<file path="config.mk">
export PLATFORM = sky130hd
export DESIGN_NAME = pattern_encoder
export DESIGN_NICKNAME = d
export VERILOG_FILES = /design/src/rtl/pattern_encoder.sv
export SDC_FILE = /design/constraint.sdc
export NUM_CORES = 1
export LEC_CHECK = 0
export ABC_CLOCK_PERIOD_IN_PS = 3900
export BUFFER_PORTS_ARGS = -buffer_cell sky130_fd_sc_hd__buf_2
export CAP_MARGIN = 20
export CORE_ASPECT_RATIO = 0.6
export CORE_MARGIN = 2
export CORE_UTILIZATION = 35
export CTS_BUF_LIST = sky130_fd_sc_hd__clkbuf_8
export DETAILED_ROUTE_END_ITERATION = 12
export SLEW_MARGIN = 20
export SYNTH_ARGS = -nofsm -noshare
export SYNTH_HDL_FRONTEND = slang
export SYNTH_SLANG_ARGS = --single-unit
</file>
<file path="constraint.sdc">
create_clock -name clk -period 3.9 [get_ports clk]
set_input_delay 0.39 -clock clk [delete_from_list [all_inputs] [get_ports clk]]
set_output_delay 0.39 -clock clk [all_outputs]
set_load 0.005 [all_outputs]
</file>
<file path="src/rtl/pattern_encoder.sv">
// pattern_encoder
// ---------------------------------------------------------------------------
// Serialises one channel's configuration into a fixed byte packet and hands
// it to a byte-level UART transmitter, one byte per TX handshake.
//
// Packet layout (byte index : content)
//   0                       : {sel_out[3:0], 1'b0, mode, stop, start}
//   1 .. DATA_BIT/8         : output pattern, most significant byte first
//   next DATA_BIT/8 bytes   : frequency pattern, most significant byte first
//   PACK_NUM (optional)     : XOR of all preceding bytes
//
// Build option
//   PATTERN_ENCODER_CHECKSUM_EN : when defined, a checksum byte is appended
//                                 and the packet becomes PACK_NUM+1 bytes.
//
// Parameters
//   DATA_BIT  pattern width, multiple of 8
//   PACK_NUM  bytes per packet, 1 + 2*DATA_BIT/8
//
// Ports
//   clk               in   system clock, rising edge
//   rst_n             in   asynchronous active-low reset
//   i_start_tick      in   one-cycle request, latches every i_* field
//   i_output_pattern  in   level pattern to encode
//   i_freq_pattern    in   per-bit frequency pattern to encode
//   i_sel_out         in   target channel index
//   i_start/i_stop/i_mode in control flags
//   i_tx_done_tick    in   TX finished the current byte
//   o_tx_start_tick   out  one-cycle pulse, TX loads o_tx_data
//   o_tx_data         out  byte being sent, stable until the next start pulse
//   o_busy            out  high while a packet is in progress
//   o_done_tick       out  one-cycle pulse after the last byte completes
// ---------------------------------------------------------------------------
module pattern_encoder #(
  parameter int DATA_BIT = 32,
  parameter int PACK_NUM = 9
) (
  input  logic                clk,
  input  logic                rst_n,
  input  logic                i_start_tick,
  input  logic [DATA_BIT-1:0] i_output_pattern,
  input  logic [DATA_BIT-1:0] i_freq_pattern,
  input  logic [3:0]          i_sel_out,
  input  logic                i_start,
  input  logic                i_stop,
  input  logic                i_mode,
  input  logic                i_tx_done_tick,
  output logic                o_tx_start_tick,
  output logic [7:0]          o_tx_data,
  output logic                o_busy,
  output logic                o_done_tick
);

  localparam int NB = DATA_BIT / 8;
  localparam int CW = $clog2(PACK_NUM + 1);
  localparam logic [CW-1:0] CNT_ONE    = CW'(1);
  localparam logic [CW-1:0] PACK_LIMIT = CW'(PACK_NUM);
`ifdef PATTERN_ENCODER_CHECKSUM_EN
  localparam logic [CW-1:0] LAST_IDX = CW'(PACK_NUM);
`else
  localparam logic [CW-1:0] LAST_IDX = CW'(PACK_NUM - 1);
`endif

  typedef enum logic [1:0] {
    S_IDLE = 2'd0,
    S_LOAD = 2'd1,
    S_WAIT = 2'd2,
    S_DONE = 2'd3
  } state_t;

  state_t              state;
  logic [3:0]          sel_q;
  logic                start_q;
  logic                stop_q;
  logic                mode_q;
  logic [DATA_BIT-1:0] out_q;
  logic [DATA_BIT-1:0] freq_q;
  logic [CW-1:0]       cnt;
  logic                tx_start;
  logic [7:0]          tx_data;
  logic                busy;
  logic                done;

  logic [7:0]          pkt_bytes [PACK_NUM];
  logic [CW-1:0]       nxt_idx;
  logic [7:0]          nxt_byte;

`ifdef PATTERN_ENCODER_CHECKSUM_EN
  // XOR fold of every packet byte; a receiver XOR-ing the whole packet
  // including this byte sees zero.
  function automatic logic [7:0] xor_fold(input logic [7:0] b [PACK_NUM]);
    logic [7:0] acc;
    acc = 8'h00;
    for (int k = 0; k < PACK_NUM; k++) begin
      acc = acc ^ b[k];
    end
    return acc;
  endfunction
`endif

  // Packet image assembled from the latched fields, one byte per entry.
  always_comb begin
    for (int k = 0; k < PACK_NUM; k++) begin
      pkt_bytes[k] = 8'h00;
    end
    pkt_bytes[0] = {sel_q, 1'b0, mode_q, stop_q, start_q};
    for (int k = 0; k < NB; k++) begin
      pkt_bytes[1 + k]      = out_q[DATA_BIT-1-8*k -: 8];
      pkt_bytes[1 + NB + k] = freq_q[DATA_BIT-1-8*k -: 8];
    end
  end

  // Byte that follows the one currently on o_tx_data.
  always_comb begin
    nxt_idx = cnt + CNT_ONE;
    if (nxt_idx < PACK_LIMIT) begin
      nxt_byte = pkt_bytes[nxt_idx];
    end else begin
`ifdef PATTERN_ENCODER_CHECKSUM_EN
      nxt_byte = xor_fold(pkt_bytes);
`else
      nxt_byte = 8'h00;
`endif
    end
  end

  // Packet sequencer. Every output is a register updated on the same edge
  // as the state it belongs to, so the first start pulse and o_busy appear
  // in the cycle right after the accepting edge. Byte 0 is built from the
  // inputs directly because the field registers load on that same edge.
  always_ff @(posedge clk or negedge rst_n) begin
    if (!rst_n) begin
      state    <= S_IDLE;
      sel_q    <= 4'h0;
      start_q  <= 1'b0;
      stop_q   <= 1'b0;
      mode_q   <= 1'b0;
      out_q    <= {DATA_BIT{1'b0}};
      freq_q   <= {DATA_BIT{1'b0}};
      cnt      <= {CW{1'b0}};
      tx_start <= 1'b0;
      tx_data  <= 8'h00;
      busy     <= 1'b0;
      done     <= 1'b0;
    end else begin
      tx_start <= 1'b0;
      done     <= 1'b0;
      case (state)
        S_IDLE: begin
          if (i_start_tick) begin
            sel_q    <= i_sel_out;
            start_q  <= i_start;
            stop_q   <= i_stop;
            mode_q   <= i_mode;
            out_q    <= i_output_pattern;
            freq_q   <= i_freq_pattern;
            cnt      <= {CW{1'b0}};
            tx_data  <= {i_sel_out, 1'b0, i_mode, i_stop, i_start};
            tx_start <= 1'b1;
            busy     <= 1'b1;
            state    <= S_LOAD;
          end else begin
            busy <= 1'b0;
          end
        end
        S_LOAD: begin
          // An ack arriving together with the start pulse belongs to no
          // byte yet and is dropped here.
          state <= S_WAIT;
        end
        S_WAIT: begin
          if (i_tx_done_tick) begin
            if (cnt == LAST_IDX) begin
              done  <= 1'b1;
              state <= S_DONE;
            end else begin
              cnt      <= nxt_idx;
              tx_data  <= nxt_byte;
              tx_start <= 1'b1;
              state    <= S_LOAD;
            end
          end
        end
        S_DONE: begin
          busy  <= 1'b0;
          state <= S_IDLE;
        end
        default: begin
          busy  <= 1'b0;
          state <= S_IDLE;
        end
      endcase
    end
  end

  assign o_tx_start_tick = tx_start;
  assign o_tx_data       = tx_data;
  assign o_busy          = busy;
  assign o_done_tick     = done;

endmodule

</file>
; Yosys cells after proc, flatten, opt, wreduce, memory -nomap -nowiden
; Index checks and enable logic that the tools add are counted.
[totals]
regBits = 88
latchBits = 0
ram_bits = 0
rom_bits = 0
in_bits = 75
output_inout_bits = 11
elab_cells = 53
mem_count = 0
[classes]
addsub = 1
n_mul = 0
n_div = 0
magnitude_cmp = 2
eq_ne = 7
n_shift = 0
mux = 24
bitwise_logic = 1
reduce_logical = 6
[ops]
columns = op, count
row1 = 8-bit two-way mux, 6
row2 = 8-bit binary-select mux with 4-bit select, 1
row3 = 8-bit case mux with 2 select lines, 1
row4 = 4-bit two-way mux, 3
row5 = 2-bit case mux with 4 select lines, 1
row6 = 4-bit case mux with 2 select lines, 1
row7 = 1-bit two-way mux, 6
row8 = 2-bit two-way mux, 3
row9 = "2-bit inequality test, second input constant", 3
row10 = "5-bit >= comparator, second input constant", 1
row11 = 4-bit inverter with 5-bit output, 1
row12 = "4-bit by 1-bit adder with 4-bit output, second input constant", 1
row13 = "2-bit equality test, second input constant", 2
row14 = "4-bit equality test, second input constant", 1
row15 = "4-bit less-than comparator, second input constant", 1
row16 = 1-bit case mux with 2 select lines, 2
row17 = 2-bit AND reduction, 2
row18 = 4-bit AND reduction, 1
row19 = 2-bit nonzero test, 2
row20 = "2-bit by 1-bit equality test with 1-bit output, second input constant", 1
row21 = 2-bit logical NOT, 1

; Depth between registers and ports, before layout
; Gate-level depths: netlist of the first run.
[logic_depth]
depth_word = 9
depth_mapped = 9
mapped_depth_nobuf = 7

; Worst setup path after synthesis of the first run
; Ideal clock, no wire load.
[synth_path]
path_kind = flip-flop to flip-flop
start = reg cnt[0]
end = reg tx_data[5] (netlist: o_tx_data[5])
setup_ns = 0.129
arrival_time_ns = 2.022
required_ns = 3.771
slack_ns = 1.749
stages_incl_launch_ff = 9
path_buffers = 3
synth_period_minus_slack_ns = 2.151
path_cell_list = dfrtp_1 > buf_6 > inv_1 > ha_1 > buf_4 > clkbuf_1 > mux4_1 > o32ai_1 > o31ai_1
[synth_between]
elab_chain_len = 9
[synth_lines]
columns = item, line_no
row1 = from (decl), 78  ; logic [CW-1:0] cnt;
row2 = from (signal assigned), 140  ; cnt <= {CW{1'b0}};
row3 = from (signal assigned), 157  ; cnt <= {CW{1'b0}};
row4 = from (signal assigned), 177  ; cnt <= nxt_idx;
row5 = 4-bit by 1-bit adder with 4-bit output, 115  ; nxt_idx = cnt + CNT_ONE;
row6 = 4-bit inverter with 5-bit output (implied by the code), 117  ; nxt_byte = pkt_bytes[nxt_idx];
row7 = 8-bit binary-select mux with 4-bit select, 117
row8 = 8-bit two-way mux (implied by the code) (2 in series), 117
row9 = 8-bit two-way mux, 116  ; if (nxt_idx < PACK_LIMIT) begin
row10 = 8-bit two-way mux, 173  ; if (cnt == LAST_IDX) begin
row11 = 8-bit two-way mux, 172  ; if (i_tx_done_tick) begin
row12 = 8-bit case mux with 2 select lines, 148  ; case (state)
row13 = to (signal assigned), 158  ; tx_data <= {i_sel_out, 1'b0, i_mode, i_stop, i_start};
row14 = to (signal assigned), 178  ; tx_data <= nxt_byte;
row15 = to (decl), 80  ; logic [7:0] tx_data;
; Parallel ways exist; a longest one is shown, timed or not. The select of a mux whose other input is x is not followed.
; A chain may end at the register's enable or synchronous reset.

; Final worst setup path of the first run
[layout_path]
start = reg cnt[0]
end = reg tx_data[1] (netlist: o_tx_data[1])
; Same word-level chain as after synthesis.

==> reports/results.ini, run 1 <==
[critical_path]
cp-start-kind=flip-flop
cp-end-kind=flip-flop
r2r_start=cnt[0]
setup.worst_path.class=reg2reg
critPathSlowestCell=ha_1
crit_top_cell=o21ai_1
crit_required_ns=4.17
crit_buf_inv=1
crit_chain=buf_4, ha_1, nand2b_1, o21ai_1, o21ai_1, o32ai_1, o31ai_1
cp_data_arrival_time_ns=2.61
critPathMaxStageDelay_ns=0.51
crit_fanout=22
crit_family=compound AO/OA/AOI/OAI gates
rrSetupSlack_ns=1.56
crit_start=cnt[0]

[pwr]
p_switching_mw=1.19
ir_drop_mv=0.193
leakage_nw=2.22
combPwrFrac=0.401
powerDensity_mw_per_mm2=747
clockPowerShare=0.163
power_frac_seq=0.435
p_int_mw=2.51
switching_share=0.321

[timing]
fin_crit_sh=0.600
slew_violations=0
period_needed_ns=2.34
setup_tns_ns=0
setup_slack_ns=1.56
setup_violations=0
rsz0062_at_grt=no
worst_slew_pin_slew_ns=0.878
slew_headroom=0.410
finalHoldViolCount=0
clock-skew-final_ns=0.00679
max_freq_mhz=428
holdWs_ns=0.120

[yosys]
ys_async_sr_fraction=1.00
syn-num-nets=373
yosys.area.top_type_share=0.528
post-synth-top-count-cell=dfrtp_1
synth_cell_types=37
syn_avg_cell_area_sq_um=14.3
synth_area_leaders=dfrtp_1 53%, mux2_2 19%, mux4_1 5.7%
synth_top_family_by_area=multiplexers
ys_seq_area_frac=0.528
ys_ff_latch=88
ys_warn_count=0
synth-compound-area-share=0.0801
synthSimpleGateAreaFrac=0.0492
yosysTopAreaCell=dfrtp_1
synth_ff_type=dfrtp_1
synthMuxAreaShare=0.286
synth_edf_count=0
synthesis.instances=292
synth-xor-area-share=0.00870
synthAdderAreaFrac=0.0180
synth_area_sq_mm=0.00417
yosys-top-cells-count=88 x dfrtp_1, 72 x mux2_2, 11 x nand2_1, 11 x o21ai_0

[routing]
drtIter0Drc=110
vias=2675
wl_microns=9260
ant_nets=0
vias_per_cell=4.95
drt_pass1_iterations=4
drc=0
wl_per_cell_microns=17.2

[placed_design]
dpl.hpwl_microns=6890
place.port_buffers=85
gp_congestion=0.744
dp_slack_ns=1.59

[clock_network]
cts_num_sinks=88
cts_buffer_depth=2
numCtsBuffers=9
clkTransAtPathRegs_ns=0.08
cts_tree=yes
post_cts_buffers=0
hold_buffers=0
cts-root-buf=clkbuf_8
htreeDepth=3
cts_resized=0
clock_latency_ns=0.35

[floorplan]
io_pins=86
fp.dieH_microns=88.6
die_w_microns=145
initial_utilization=0.364
coreArea_sq_mm=0.0114
dieArea_sq_mm=0.0128
num_rows=30

[global_route]
antenna_found_initial=1
first_global_vias=2758
grt_pass1_wl_microns=14900
grt_max_degree=63
overflow=0
grt_usage=0.155

[final_layout]
fillCellCount=1095
layout.nets=456
drive_above_1_share=0.496
area_growth_pct=18.4

[flow_run]
maxCapViolations=0

[status]
run_status=completed

[min_path]
hold_class=in2async

## final timing paths
check                      cells past startpoint      endpoint
max in group asynchronous                      2        cnt[0]
setup reg to reg                               7  o_tx_data[1]
setup / recovery                               7  o_tx_data[1]
min in group clk                               2     out_q[29]
hold reg to reg                                1      sel_q[0]
hold / removal                                 1     out_q[12]
## power by group through the flow
stage	registers, mW	logic (mW)	clock network (mW)
2_1_floorplan	1.53	1.13	0
4_1_cts	1.61	1.51	0.626
6_report	1.61	1.48	0.603
3_3_place_gp	1.61	1.45	0
3_5_place_dp	1.63	1.50	0
5_1_grt	1.66	1.63	0.674
## per-stage QoR
step	total power, mW	cell area, sq um	cells	utilization
after floorplan	2.66	4170	292	-
after global placement	3.06	4750	524	0.415
after detailed placement	3.12	4750	524	0.415
after CTS	3.74	4940	539	0.431
after global routing	3.96	4940	539	0.431
final	3.69	4940	540	0.431
## per-layer routing
metal	up-vias	global-route usage	routed length [microns]
li1	1261	-	-
met1	1320	0.232	4890
met3	10	0.0624	657
met2	84	0.210	3640
met5	-	0	0
met4	0	0.0324	80
## cells by family after synthesis
kind of cell,Yosys count
adder cells (fa/ha/maj),6
flip-flops,88
AND/OR/NAND/NOR,33
AO/OA/AOI/OAI,50
XOR/XNOR,2
buffers and inverters,25
multiplexers,88
## cells in the final DEF, fill, tap and decap left out, types with 6 or more instances in the layout
cell type,instances
a21oi_1,9
a22oi_1,6
buf_2,84
clkbuf_8,10
dfrtp_1,88
ha_1,6
inv_1,10
mux2_2,72
mux4_1,9
mux4_2,6
nand2_1,10
nand2b_1,6
o21ai_0,11
o31ai_1,7
o32ai_1,6
## area by class of cell
| cell class | count | area, sq um | share of cell area |
|---|---|---|---|
| diodes | 1 | 2.50 | 0.000507 |
| clock buffers | 10 | 138 | 0.0279 |
| clock inverters | 5 | 50.0 | 0.0101 |
| inverters | 8 | 30.0 | 0.00608 |
| multi-input cells | 179 | 1850 | 0.374 |
| flip-flops and latches | 88 | 2200 | 0.446 |
| well taps | 160 | 200 | 0.0405 |
| repair buffers | 89 | 470 | 0.0953 |
## state kept, by name, summed over array words and instances (netlist names)
name,count
cnt,4
freq_q,32
mode_q,1
o_busy,1
o_done_tick,1
o_tx_data,8
o_tx_start_tick,1
out_q,32
sel_q,4
start_q,1
state,2
stop_q,1
## worst register-to-register path, stage by stage (launching register included)
cell      delay [ns]
dfrtp_1         0.35
buf_4           0.34
ha_1            0.52
nand2b_1        0.18
o21ai_1         0.08
o21ai_1         0.42
o32ai_1         0.16
o31ai_1         0.21
(Power assumes the default switching activity.)
==> run 2, diff against run 1 <==
--- a/config.mk
+++ b/config.mk
@@ -5,7 +5,8 @@
 export SDC_FILE = /design/constraint.sdc
 export NUM_CORES = 1
 export LEC_CHECK = 0
-export ABC_CLOCK_PERIOD_IN_PS = 3900
+export ABC_AREA = 1
+export ABC_CLOCK_PERIOD_IN_PS = 2260
 export BUFFER_PORTS_ARGS = -buffer_cell sky130_fd_sc_hd__buf_2
 export CAP_MARGIN = 20
 export CORE_ASPECT_RATIO = 0.6
==> constraint.sdc (replaced) <==
create_clock -name clk -period 2.26 [get_ports clk]
set_input_delay 0.226 -clock clk [delete_from_list [all_inputs] [get_ports clk]]
set_output_delay 0.226 -clock clk [all_outputs]
set_load 0.005 [all_outputs]
==> reports/results.ini, run 2 <==
[pwr]
leakage_nw=2.51  ; +13%
powerDensity_mw_per_mm2=1390  ; +86%
ir_drop_mv=0.448  ; +130%

[routing]
vias_per_cell=4.93  ; -0.47%
met3WireLength_microns=854  ; +30%
drt_pass1_iterations=5  ; +1
drc=0  ; unchanged
dr_wl_met2_microns=4560  ; +25%
wl_microns=11400  ; +23%
vias=3461  ; +29%
wl_per_cell_microns=16.3  ; -5.1%
highest_layer=met4
wl_met1_microns=5810  ; +19%
drtIter0Drc=335  ; +200%
ant_nets=0  ; unchanged

[timing]
clock-skew-final_ns=0.00989  ; +0.00310 ns
period_needed_ns=1.84  ; -0.502 ns
setup_violations=0  ; unchanged
setup_tns_ns=0  ; unchanged
finalHoldViolCount=0  ; unchanged
max_freq_mhz=544  ; +27%
rsz0062_at_grt=no
fin_crit_sh=0.813  ; +0.213
setup_slack_ns=0.423  ; -1.14 ns
worst_slew_pin_slew_ns=0.489  ; -0.389 ns
slew_violations=0  ; unchanged
slew_headroom=0.674  ; +0.263

[critical_path]
crit_buf_inv=2  ; +1
cp_data_arrival_time_ns=2.10  ; -0.51 ns
crit_required_ns=2.52  ; -1.65 ns
cp-start-kind=flip-flop
crit_family=simple AND/OR/NAND/NOR gates
cp-end-kind=flip-flop
crit_fanout=17  ; -23%
critPathSlowestCell=dfrtp_1
setup.worst_path.class=reg2reg
critPathMaxStageDelay_ns=0.43  ; -0.08 ns
crit_chain=ha_1, nand2_1, inv_2, nor2_4, inv_2, nand3_1, nand3_1, nand2_1, a21oi_1

[floorplan]
dieArea_sq_mm=0.0132  ; +2.6%
num_rows=31  ; +3.3%
fp.dieH_microns=89.7  ; +1.3%
initial_utilization=0.357  ; -0.00703
die_w_microns=147  ; +1.3%
coreArea_sq_mm=0.0120  ; +4.7%
io_pins=86  ; unchanged

[final_layout]
final_common_cell=nand2_1
fillCellCount=1205  ; +10%
final_core_util=0.423  ; -0.00815
regArea_sq_mm=0.00220  ; unchanged
n_antenna_cell=0  ; -1
final_cell_mix=105 x nand2_1, 88 x dfrtp_1, 84 x buf_2
fin_area_sq_mm=0.00507  ; +2.7%
area_growth_pct=18.4  ; about the same
multiInputGateArea_sq_mm=0.00183  ; -1.0%
fin_cells=702  ; +30%
drive_above_1_share=0.339  ; -0.157
layout.nets=614  ; +35%

[yosys]
yosys.area.top_type_share=0.514  ; -0.0137
ys_seq_area_frac=0.514  ; -0.0137
yosysTopAreaCell=dfrtp_1
synth_edf_count=0  ; unchanged
ys_async_sr_fraction=1.00  ; unchanged
post-synth-top-count-cell=nand2_1
synth_cell_types=21  ; -43%
synthesis.instances=450  ; +54%
synth_area_sq_mm=0.00428  ; +2.7%
syn-num-nets=531  ; +42%
ys_warn_count=0  ; unchanged
ys_ff_latch=88  ; unchanged
synth_ff_type=dfrtp_1
synth_area_leaders=dfrtp_1 51%, mux2_2 17%, nand2_1 9.3%
syn_avg_cell_area_sq_um=9.52  ; -33%
yosys-top-cells-count=106 x nand2_1, 88 x dfrtp_1, 64 x mux2_2

[flow_run]
maxCapViolations=0  ; unchanged

[placed_design]
dpl.hpwl_microns=8370  ; +21%
place_inst=686  ; +31%
dp_slack_ns=0.486  ; -1.10 ns
placed_area_sq_mm=0.00488  ; +2.7%
place.port_buffers=85  ; unchanged
gp_congestion=0.885  ; +19%

[clock_network]
cts_buffer_depth=2  ; unchanged
clkTransAtPathRegs_ns=0.09  ; about the same
cts_num_sinks=88  ; unchanged
cts-root-buf=clkbuf_8
cts_tree=yes
numCtsBuffers=9  ; unchanged
htreeDepth=3  ; unchanged
clock_latency_ns=0.38  ; +0.03 ns

[global_route]
first_global_vias=3359  ; +22%
grt_usage=0.183  ; +0.0283
grt_pass1_wl_microns=18100  ; +21%
antenna_found_initial=0  ; -1
grt_max_degree=80  ; +27%
overflow=0  ; unchanged

[min_path]
hold_class=in2reg

[status]
run_status=completed

==> run 2: repair_timing <==
action,in CTS,in global routing
buffers inserted,0,0
hold endpoints to repair,34,0
resized for setup,0,0
hold buffers,1,0
==> run 2: cell type report <==
class / instances / share of cell area
repair buffers: 94 / 0.103
well taps: 165 / 0.0407
clock inverters: 6 / 0.0123
multi-input cells: 306 / 0.360
inverters: 34 / 0.0252
flip-flops and latches: 88 / 0.434
clock buffers: 9 / 0.0244
==> run 2: power by group <==
part	internal, mW	leakage [nW]	switching [mW]
clock network	0.500	0.0925	0.568
logic	1.39	1.37	1.73
registers	2.35	1.05	0.504
total	4.24	2.51	2.80
==> run 2: path summary, 6_finish.rpt <==
check | from | endpoint | slack (ns) | cells after the start
min in group asynchronous | rst_n | out_q[4] | 0.35 | 2
max in group asynchronous | rst_n | out_q[5] | 1.23 | 3
max reg2reg | cnt[0] | o_tx_data[6] | 0.42 | 9
max | cnt[0] | o_tx_data[6] | 0.42 | 9
min reg2reg | o_busy | o_busy | 0.48 | 2
min | i_freq_pattern[6] | freq_q[6] | 0.07 | 2
==> run 2: metrics by stage <==
stage / hold slack (ns) / power, mW
2_1_floorplan: -0.0696 / 5.02
3_3_place_gp: 0.217 / 5.86
3_5_place_dp: 0.225 / 5.96
4_1_cts: 0.0589 / 7.06
5_1_grt: 0.0615 / 7.58
6_report: 0.0743 / 7.04
==> run 2: worst register-to-register path, cell delays in order, from the launching register on <==
cell and delay [ns]:
dfrtp_1 0.43, ha_1 0.24, nand2_1 0.11, inv_2 0.05
nor2_4 0.34, inv_2 0.20, nand3_1 0.13, nand3_1 0.07
nand2_1 0.08, a21oi_1 0.06
==> run 2: routing by layer <==
metal / global-route usage / up-vias
li1: - / 1634
met1: 0.271 / 1671
met2: 0.255 / 140
met3: 0.0545 / 16
met4: 0.0618 / 0
met5: 0 / -
==> run 2: cells by family (layout without fill, tap and decap cells) <==
| family | Yosys count | count (layout) | share of synthesized area |
|---|---|---|---|
| and+or+nand+nor | 211 | 211 | 0.208 |
| DFF | 88 | 88 | 0.514 |
| muxes | 64 | 64 | 0.168 |
| buffers and inverters | 56 | 143 | 0.0599 |
| AOI/OAI and AO/OA | 25 | 25 | 0.0324 |
| adders and majority gates | 6 | 6 | 0.0175 |
==> run 3, diff against run 2 <==
--- a/config.mk
+++ b/config.mk
@@ -6,7 +6,7 @@
 export NUM_CORES = 1
 export LEC_CHECK = 0
 export ABC_AREA = 1
-export ABC_CLOCK_PERIOD_IN_PS = 2260
+export ABC_CLOCK_PERIOD_IN_PS = 1900
 export BUFFER_PORTS_ARGS = -buffer_cell sky130_fd_sc_hd__buf_2
 export CAP_MARGIN = 20
 export CORE_ASPECT_RATIO = 0.6
==> constraint.sdc (replaced) <==
create_clock -name clk -period 1.9 [get_ports clk]
set_input_delay 0.19 -clock clk [delete_from_list [all_inputs] [get_ports clk]]
set_output_delay 0.19 -clock clk [all_outputs]
set_load 0.005 [all_outputs]
==> reports/results.ini, run 3 (synthesis results as in run 2) <==
[timing]
worst_slew_pin_slew_ns=0.373  ; -0.117 ns
slew_headroom=0.752  ; +0.0777
finalHoldViolCount=0  ; unchanged
rsz0062_at_grt=no
period_needed_ns=1.74  ; -0.0936 ns
setup_violations=0  ; unchanged
setup_tns_ns=0  ; unchanged
fin_crit_sh=0.917  ; +0.105
max_freq_mhz=574  ; +5.4%
slew_violations=0  ; unchanged
clock-skew-final_ns=0.00827  ; -0.00162 ns

[clock_network]
cts-root-buf=clkbuf_8
cts_tree=yes
cts_num_sinks=88  ; unchanged
htreeDepth=3  ; unchanged
clock_latency_ns=0.36  ; -0.02 ns
numCtsBuffers=9  ; unchanged
clkTransAtPathRegs_ns=0.09  ; about the same
post_cts_buffers=0  ; unchanged
cts_buffer_depth=2  ; unchanged

[final_layout]
layout.nets=620  ; +0.98%
final_core_util=0.428  ; +0.00491
drive_above_1_share=0.347  ; +0.00851
fillCellCount=1197  ; -0.66%
final_cell_mix=105 x nand2_1, 88 x dfrtp_1, 84 x buf_2
final_common_cell=nand2_1
fin_cells=709  ; +1.0%
area_growth_pct=19.8
n_antenna_cell=0  ; unchanged

[floorplan]
dieArea_sq_mm=0.0132  ; unchanged
die_w_microns=147  ; unchanged
num_rows=31  ; unchanged
io_pins=86  ; unchanged
coreArea_sq_mm=0.0120  ; unchanged
fp.dieH_microns=89.7  ; unchanged
initial_utilization=0.357  ; unchanged

[placed_design]
gp_congestion=0.874  ; -1.2%
dpl.hpwl_microns=8370  ; about the same
place.port_buffers=85  ; unchanged
place_inst=692  ; +0.87%

[routing]
drt_pass1_iterations=5  ; unchanged
wl_per_cell_microns=15.7  ; -3.7%
drc=0  ; unchanged
drtIter0Drc=306  ; -8.7%
vias=3406  ; -1.6%
wl_microns=11100  ; -2.7%
vias_per_cell=4.80  ; -2.6%
ant_nets=0  ; unchanged

[min_path]
hold_class=in2reg

[critical_path]
cp-end-kind=flip-flop
crit_required_ns=2.16  ; -0.36 ns
crit_fanout=10  ; -7
setup.worst_path.class=reg2reg
cp-start-kind=flip-flop
cp_data_arrival_time_ns=2.01  ; -0.09 ns

[status]
run_status=completed

[pwr]
ir_drop_mv=0.533  ; +19%
finalPower_mw=8.38  ; +19%
leakage_nw=2.55  ; +1.5%
powerDensity_mw_per_mm2=1630  ; +18%

[global_route]
grt_usage=0.183  ; -0.000194
overflow=0  ; unchanged
first_global_vias=3419  ; +1.8%
grt_pass1_wl_microns=18300  ; +0.72%
antenna_found_initial=0  ; unchanged
grt_max_degree=45  ; -44%

[flow_run]
maxCapViolations=0  ; unchanged

-- run 3: timing repair --
action | CTS | global route
setup endpoints to repair | 0 | 0
resized for setup | 0 | 0
hold endpoints to repair | 25 | 0
hold buffers | 1 | 0
-- run 3: layout make-up --
type / instances / area (sq um) / share of cell area
inverter: 34 / 128 / 0.0249
multi-input combinational: 306 / 1830 / 0.356
sequential: 88 / 2200 / 0.429
tap: 165 / 206 / 0.0402
clock inverter: 7 / 63.8 / 0.0124
timing repair buffer: 100 / 581 / 0.113
clock buffer: 9 / 124 / 0.0241
-- run 3: worst paths after layout --
path / from / end / slack, ns / cells past startpoint
setup / recovery: cnt[0] / o_tx_data[3] / 0.16 / 10
hold / removal: i_freq_pattern[5] / freq_q[5] / 0.05 / 2
setup reg to reg: cnt[0] / o_tx_data[3] / 0.16 / 10
hold reg to reg: o_busy / o_busy / 0.48 / 2
max in group asynchronous: rst_n / freq_q[3] / 1.04 / 3
min in group asynchronous: rst_n / sel_q[3] / 0.28 / 2
-- run 3: critical path: stages, from the launching register on --
cell and delay [ns]:
dfrtp_1 0.43, ha_1 0.24, nand2_1 0.10, inv_2 0.05
nor2_4 0.24, buf_4 0.19, nor2_1 0.04, o21ai_0 0.15
nor2_1 0.07, nand2_1 0.08, nand2_1 0.06
-- run 3: metal layers --
metal  up-vias  track usage  part of all wire
met5         -            0                 0
met4         0       0.0441             0.012
met3        11       0.0444             0.066
met2       125        0.259              0.40
met1      1629        0.280              0.53
li1       1641            -                 -
-- run 3: power breakdown --
part	internal, mW	total, mW	switching [mW]
Combinational	1.70	3.70	2.00
Clock	0.596	1.27	0.672
Sequential	2.80	3.41	0.609
-- run 3: per-stage QoR --
stage	instance area [sq um]	setup slack, ns	hold WS (ns)
global placement	4930	0.238	0.134
detailed placement	4930	0.160	0.140
global route	5130	0.0116	0.0334
finish	5130	0.157	0.0485
CTS	5130	0.151	0.0385
floorplan	4290	0.0351	-0.106
